--- config.mk ---
export PLATFORM = sky130hd
export DESIGN_NAME = instr_encoder_loader
export DESIGN_NICKNAME = d
export VERILOG_FILES = /design/src/rtl/isa_pkg.sv /design/src/rtl/instr_encode.sv /design/src/rtl/instr_encoder_loader.sv
export SDC_FILE = /design/constraint.sdc
export NUM_CORES = 1
export LEC_CHECK = 0
export ABC_AREA = 1
export CAP_MARGIN = 0
export CORE_MARGIN = 4
export CORE_UTILIZATION = 48
export CTS_CLUSTER_SIZE = 16
export DETAILED_ROUTE_END_ITERATION = 10
export PLACE_DENSITY = 0.84
export SYNTH_ARGS = -nofsm -noshare
export SYNTH_HDL_FRONTEND = slang
export SYNTH_SLANG_ARGS = --single-unit
--- constraint.sdc ---
create_clock -name clk -period 2.7 [get_ports clk]
set_input_delay 0.54 -clock clk [delete_from_list [all_inputs] [get_ports clk]]
set_output_delay 0.54 -clock clk [all_outputs]
set_load 0.02 [all_outputs]
--- src/rtl/isa_pkg.sv ---
// ISA constants, FSM state encoding and field-packing helpers for the program loader.
// Opcode/func values mirror the pipeline CPU's decoder tables.
// Shared by the encoder, the loader top and anything that needs the instruction format.
package isa_pkg;

  // Mnemonic codes as presented on the command interface
  typedef enum logic [3:0] {
    MN_ADD     = 4'd0,
    MN_AND     = 4'd1,
    MN_OR      = 4'd2,
    MN_XOR     = 4'd3,
    MN_SRL     = 4'd4,
    MN_SLL     = 4'd5,
    MN_ADDI    = 4'd6,
    MN_ANDI    = 4'd7,
    MN_ORI     = 4'd8,
    MN_XORI    = 4'd9,
    MN_LW      = 4'd10,
    MN_SW      = 4'd11,
    MN_BEQ     = 4'd12,
    MN_BNE     = 4'd13,
    MN_J       = 4'd14,
    MN_ILLEGAL = 4'd15
  } mnem_e;

  // Primary opcodes, instruction bits [31:26]
  localparam logic [5:0] OP_ADD   = 6'b000000;
  localparam logic [5:0] OP_LOGIC = 6'b000001;
  localparam logic [5:0] OP_SHIFT = 6'b000010;
  localparam logic [5:0] OP_ADDI  = 6'b000101;
  localparam logic [5:0] OP_ANDI  = 6'b001001;
  localparam logic [5:0] OP_ORI   = 6'b001010;
  localparam logic [5:0] OP_XORI  = 6'b001100;
  localparam logic [5:0] OP_LW    = 6'b001101;
  localparam logic [5:0] OP_SW    = 6'b001110;
  localparam logic [5:0] OP_BEQ   = 6'b001111;
  localparam logic [5:0] OP_BNE   = 6'b010000;
  localparam logic [5:0] OP_J     = 6'b010010;

  // Function codes for the R-type groups, instruction bits [5:0]
  localparam logic [5:0] FN_ADD = 6'b000001;
  localparam logic [5:0] FN_AND = 6'b000001;
  localparam logic [5:0] FN_OR  = 6'b000010;
  localparam logic [5:0] FN_XOR = 6'b000100;
  localparam logic [5:0] FN_SRL = 6'b000010;
  localparam logic [5:0] FN_SLL = 6'b000011;

  // Loader session states
  typedef enum logic [1:0] {
    ST_IDLE  = 2'd0,
    ST_RUN   = 2'd1,
    ST_DRAIN = 2'd2,
    ST_FIN   = 2'd3
  } state_e;

  // R-type layout: op | rs | rt | rd | sa | func
  function automatic logic [31:0] pack_r(input logic [5:0] op, input logic [4:0] rs,
                                         input logic [4:0] rt, input logic [4:0] rd,
                                         input logic [4:0] sa, input logic [5:0] fn);
    return {op, rs, rt, rd, sa, fn};
  endfunction

  // I-type layout: op | rs | rt | imm
  function automatic logic [31:0] pack_i(input logic [5:0] op, input logic [4:0] rs,
                                         input logic [4:0] rt, input logic [15:0] imm);
    return {op, rs, rt, imm};
  endfunction

  // J-type layout: op | target
  function automatic logic [31:0] pack_j(input logic [5:0] op, input logic [25:0] target);
    return {op, target};
  endfunction

endpackage

--- src/rtl/instr_encode.sv ---
// Combinational mnemonic-plus-fields to 32-bit instruction encoder.
// Zero latency; purely combinational, no flow control.
// Fields an instruction does not use are forced to zero; code 15 flags illegal.
module instr_encode (
  input  logic [3:0]  mnem_i,
  input  logic [4:0]  rs_i,
  input  logic [4:0]  rt_i,
  input  logic [4:0]  rd_i,
  input  logic [4:0]  sa_i,
  input  logic [15:0] imm_i,
  input  logic [25:0] target_i,
  output logic [31:0] word_o,
  output logic        legal_o
);
  import isa_pkg::*;

  // Select the instruction format and opcode/func for the mnemonic
  always_comb begin
    word_o  = '0;
    legal_o = 1'b1;
    case (mnem_e'(mnem_i))
      MN_ADD:  word_o = pack_r(OP_ADD,   rs_i, rt_i, rd_i, sa_i, FN_ADD);
      MN_AND:  word_o = pack_r(OP_LOGIC, rs_i, rt_i, rd_i, sa_i, FN_AND);
      MN_OR:   word_o = pack_r(OP_LOGIC, rs_i, rt_i, rd_i, sa_i, FN_OR);
      MN_XOR:  word_o = pack_r(OP_LOGIC, rs_i, rt_i, rd_i, sa_i, FN_XOR);
      // Shifts take their operand from rt; the rs slot is always emitted as zero
      MN_SRL:  word_o = pack_r(OP_SHIFT, 5'd0, rt_i, rd_i, sa_i, FN_SRL);
      MN_SLL:  word_o = pack_r(OP_SHIFT, 5'd0, rt_i, rd_i, sa_i, FN_SLL);
      MN_ADDI: word_o = pack_i(OP_ADDI,  rs_i, rt_i, imm_i);
      MN_ANDI: word_o = pack_i(OP_ANDI,  rs_i, rt_i, imm_i);
      MN_ORI:  word_o = pack_i(OP_ORI,   rs_i, rt_i, imm_i);
      MN_XORI: word_o = pack_i(OP_XORI,  rs_i, rt_i, imm_i);
      MN_LW:   word_o = pack_i(OP_LW,    rs_i, rt_i, imm_i);
      MN_SW:   word_o = pack_i(OP_SW,    rs_i, rt_i, imm_i);
      MN_BEQ:  word_o = pack_i(OP_BEQ,   rs_i, rt_i, imm_i);
      MN_BNE:  word_o = pack_i(OP_BNE,   rs_i, rt_i, imm_i);
      MN_J:    word_o = pack_j(OP_J,     target_i);
      default: begin
        word_o  = '0;
        legal_o = 1'b0;
      end
    endcase
  end

endmodule

--- src/rtl/instr_encoder_loader.sv ---
// Encodes symbolic commands and writes them sequentially into instruction memory.
// Latency: one cycle from command handshake to IMEM write; one instruction per cycle.
// Backpressure: cmd_ready is high only in RUN while legal instructions remain to be written.
module instr_encoder_loader #(
  parameter int ADDR_W = 8,
  parameter int CNT_W  = ADDR_W + 1
) (
  input  logic              clk,
  input  logic              rst,
  input  logic              start,
  input  logic [ADDR_W-1:0] base_addr,
  input  logic [CNT_W-1:0]  prog_len,
  input  logic              cmd_valid,
  output logic              cmd_ready,
  input  logic [3:0]        cmd_mnem,
  input  logic [4:0]        cmd_rs,
  input  logic [4:0]        cmd_rt,
  input  logic [4:0]        cmd_rd,
  input  logic [4:0]        cmd_sa,
  input  logic [15:0]       cmd_imm,
  input  logic [25:0]       cmd_target,
  output logic              imem_we,
  output logic [ADDR_W-1:0] imem_addr,
  output logic [31:0]       imem_wdata,
  output logic              busy,
  output logic              done,
  output logic              err
);
  import isa_pkg::*;

  state_e              state_q, state_d;
  logic [ADDR_W-1:0]   addr_ptr_q, addr_ptr_d;
  logic [CNT_W-1:0]    remaining_q, remaining_d;
  logic                we_q, we_d;
  logic [ADDR_W-1:0]   waddr_q, waddr_d;
  logic [31:0]         wdata_q, wdata_d;
  logic                done_q, done_d;
  logic                err_q, err_d;

  logic [31:0]         enc_word;
  logic                enc_legal;
  logic                hs;
  logic                last_hs;

  instr_encode u_instr_encode (
    .mnem_i   (cmd_mnem),
    .rs_i     (cmd_rs),
    .rt_i     (cmd_rt),
    .rd_i     (cmd_rd),
    .sa_i     (cmd_sa),
    .imm_i    (cmd_imm),
    .target_i (cmd_target),
    .word_o   (enc_word),
    .legal_o  (enc_legal)
  );

  assign cmd_ready = (state_q == ST_RUN) && (remaining_q != '0);
  assign hs        = cmd_valid & cmd_ready;
  assign last_hs   = hs && enc_legal && (remaining_q == CNT_W'(1));

  // Session sequencing: IDLE -> RUN -> DRAIN -> FIN -> IDLE, or IDLE -> FIN for an empty program
  always_comb begin
    state_d = state_q;
    case (state_q)
      ST_IDLE: begin
        if (start) begin
          state_d = (prog_len == '0) ? ST_FIN : ST_RUN;
        end
      end
      ST_RUN: begin
        if (last_hs) begin
          state_d = ST_DRAIN;
        end
      end
      ST_DRAIN: state_d = ST_FIN;
      ST_FIN:   state_d = ST_IDLE;
      default:  state_d = ST_IDLE;
    endcase
  end

  // Address/count bookkeeping, write-port staging, done pulse and sticky error
  always_comb begin
    addr_ptr_d  = addr_ptr_q;
    remaining_d = remaining_q;
    we_d        = 1'b0;
    waddr_d     = waddr_q;
    wdata_d     = wdata_q;
    done_d      = (state_q == ST_FIN);
    err_d       = err_q;

    if ((state_q == ST_IDLE) && start) begin
      addr_ptr_d  = base_addr;
      remaining_d = prog_len;
      err_d       = 1'b0;
    end

    if (hs) begin
      if (enc_legal) begin
        we_d        = 1'b1;
        waddr_d     = addr_ptr_q;
        wdata_d     = enc_word;
        addr_ptr_d  = addr_ptr_q + ADDR_W'(1);
        remaining_d = remaining_q - CNT_W'(1);
      end else begin
        // Illegal commands are swallowed: nothing written, count untouched
        err_d = 1'b1;
      end
    end
  end

  // State and datapath registers with synchronous reset
  always_ff @(posedge clk) begin
    if (rst) begin
      state_q     <= ST_IDLE;
      addr_ptr_q  <= '0;
      remaining_q <= '0;
      we_q        <= 1'b0;
      waddr_q     <= '0;
      wdata_q     <= '0;
      done_q      <= 1'b0;
      err_q       <= 1'b0;
    end else begin
      state_q     <= state_d;
      addr_ptr_q  <= addr_ptr_d;
      remaining_q <= remaining_d;
      we_q        <= we_d;
      waddr_q     <= waddr_d;
      wdata_q     <= wdata_d;
      done_q      <= done_d;
      err_q       <= err_d;
    end
  end

  // A reset arriving while a write is staged kills the strobe in that same cycle
  assign imem_we    = we_q & ~rst;
  assign imem_addr  = waddr_q;
  assign imem_wdata = wdata_q;
  assign busy       = (state_q == ST_RUN) || (state_q == ST_DRAIN);
  assign done       = done_q;
  assign err        = err_q;

endmodule

==> run_results.csv <==
group,metric,value,unit
grt,overflow,0,
placement,place_area,4690,um2
critical_path,critPathSlowestCell,"clkdlybuf4s50_1",
grt,grt_util_all_layers,23.7,%
critical_path,path_depth,8,
logic_synthesis,yosysUniqueCellTypes,33,
clocking,clk_pin_slew,0.07,ns
power_and_ir_drop,power_density,849,nW/um2
job,maxCapViolCount,0,
sta,rsz0062_at_grt,"no",
logic_synthesis,syn_area_per_cell,7.13,um2
sta,period_needed,2.52,ns
sta,fin_setup_tns,0,ns
layout,syn_to_final_growth,44.6,%
sta,finalClockSkew,0.0106,ns
placement,dp_hpwl,7.42,mm
min_path,hold_class,"flip-flop to flip-flop",
clocking,cts-root-buf,"clkbuf_8",
logic_synthesis,synthArstFlopShare,0,%
critical_path,worst-setup-path-type,"flip-flop to primary output",
layout,num_antenna_cells,0,
critical_path,path_buf_inv,3,
die,initial_core_util,49.5,%
clocking,cts.path.max_buffers,2,
die,die_w,91.9,um
clocking,cts_resized,0,
layout,design_area,4890,um2
power_and_ir_drop,ir_drop,367,uV
die,die-height,91.9,um
sta,fin_hold_ws,0.482,ns
grt,antenna_found_initial,0,
logic_synthesis,synth_warnings,0,
outcome,status,"completed",
critical_path,slowest_delay,0.62,ns
route,wl_per_cell,14.2,um
logic_synthesis,ys_seq_area_share,36.1,%
logic_synthesis,ys.flop_type,"dfxtp_1",
critical_path,startpoint_type,"flip-flop",
clocking,holdBufCountCts,0,
clocking,clk_latency,0.34,ns
sta,maxSlewViolCount,0,
layout,final_common_cell,"clkdlybuf4s50_1",
logic_synthesis,synth_edf_count,0,
power_and_ir_drop,p_leak,2.07,nW
placement,gp_congestion,0.824,
critical_path,critical_path_required,2.16,ns
layout,nNetsFinal,695,
critical_path,worstSetupEndpointType,"primary output",
sta,relSlewSlack,56.3,%
die,rows,30,
logic_synthesis,synth-seq-cells,61,
clocking,clock_sinks,61,
sta,clock.fmax,397,MHz
sta,period_share,93.4,%
critical_path,critPathMaxFanout,4,
sta,setup_viol,0,
layout,drive_gt1_share,9.44,%
logic_synthesis,syn_nets,570,
route,first_pass_iters,4,
clocking,htree_levels,3,
sta,hold_viol,0,
clocking,cts_tree,"built",
grt,grt_max_degree,36,
route,drc,0,
clocking,cts_inserted_buffers,9,
die,core,6830,um2
logic_synthesis,synthCells,474,
critical_path,path_cells,"inv_1 -> ha_1 -> inv_1 -> nor2_1 -> nand2_2 -> nor2_4 -> nor2_4 -> clkdlybuf4s50_1",
critical_path,r2r_cells,6,
die,die_area,8440,um2
die,io_pins,132,
route,finalWirelength,9.92,mm
logic_synthesis,synth_area,3380,um2
grt,grt_pass1_vias,3567,
route,vias,3609,
grt,grt_pass1_wl,16.2,mm
route,viasPerCell,5.16,
clocking,post_cts_buffers,0,
placement,io_buffers,130,
route,ant_nets,0,
sta,tightest_slew,0.650,ns
critical_path,worstPathArrival,1.98,ns
power_and_ir_drop,fin_total_pwr,4.15,mW
route,drt_iter0_markers,165,
min_path,min_path_cells,2,
layout,mostFrequentLayoutCells,"130 x clkdlybuf4s50_1, 72 x o21ai_0, 70 x nand2_1",
critical_path,critPathTopFamily,"buffers and inverters",
[Yosys cell counts (all sizes together), types with 8 or more instances]
| cell | count | area [um2] |
|---|---|---|
| nand2 | 76 | 310 |
| nor2 | 67 | 323 |
| clkbuf | 8 | 30.0 |
| o21ai | 75 | 375 |
| nand3 | 13 | 65.1 |
| dfxtp | 61 | 1220 |
| xor2 | 8 | 70.1 |
| ha | 9 | 113 |
| inv | 50 | 190 |
| buf | 15 | 153 |
| a21oi | 64 | 320 |
[per-stage QoR]
step	utilization [%]	std cells	worst slack, ns
final	71.5	700	0.179
after global routing	71.5	700	0.0497
after CTS	71.5	700	0.168
after detailed placement	68.7	684	0.322
after global placement	68.7	684	0.331
after floorplan	-	474	0.998
[layer usage]
metal	track usage [%]	share of wire [%]	up-vias
li1	-	-	1800
met1	27.6	40	1620
met2	39.7	47	171
met3	7.96	10	18
met4	10.1	1.9	0
met5	0	0	-
[logic make-up after synthesis]
| group | Yosys count | synth area share [%] |
|---|---|---|
| AOI/OAI and AO/OA | 144 | 21.7 |
| adders and majority gates | 9 | 3.33 |
| muxes | 6 | 2.00 |
| and+or+nand+nor | 167 | 22.5 |
| xor gates and xnor gates | 12 | 3.11 |
| other | 1 | 0.111 |
| buffers and inverters | 74 | 11.1 |
| DFF | 61 | 36.1 |
[layout make-up]
cell class                      count  area (um2)
Fill cell                         567        1950
Inverter                           51         194
Clock buffer                       10         128
Sequential cell                    61        1220
Tap cell                           96         120
Multi-Input combinational cell    339        1780
Clock inverter                      6        63.8
Timing Repair Buffer              137        1380
[state kept, by name (all words and copies together) (netlist names)]
| signal | cells |
|---|---|
| imem_wdata | 31 |
| remaining_q | 9 |
| addr_ptr_q | 8 |
| imem_addr | 8 |
| state_q | 2 |
| done | 1 |
| err | 1 |
| we_q | 1 |
[power breakdown]
part           internal (mW)  switching, mW
Clock                  0.424          0.373
Sequential              1.16          0.197
Combinational          0.891           1.10
[worst paths after layout]
check / from / slack, ns / to
max: remaining_q[0] / 0.18 / cmd_ready
min: imem_wdata[26] / 0.48 / imem_wdata[26]
max reg2reg: state_q[0] / 0.76 / remaining_q[5]
min reg2reg: imem_wdata[26] / 0.48 / imem_wdata[26]
[worst reg2reg max path: stages (launching register included)]
cell and delay (ns):
dfxtp_1 0.39, inv_1 0.10, ha_1 0.27, nand2_1 0.42, mux2_2 0.40, o21ai_0 0.18
a21oi_1 0.06
No activity file was read; power rests on OpenSTA's default activity.
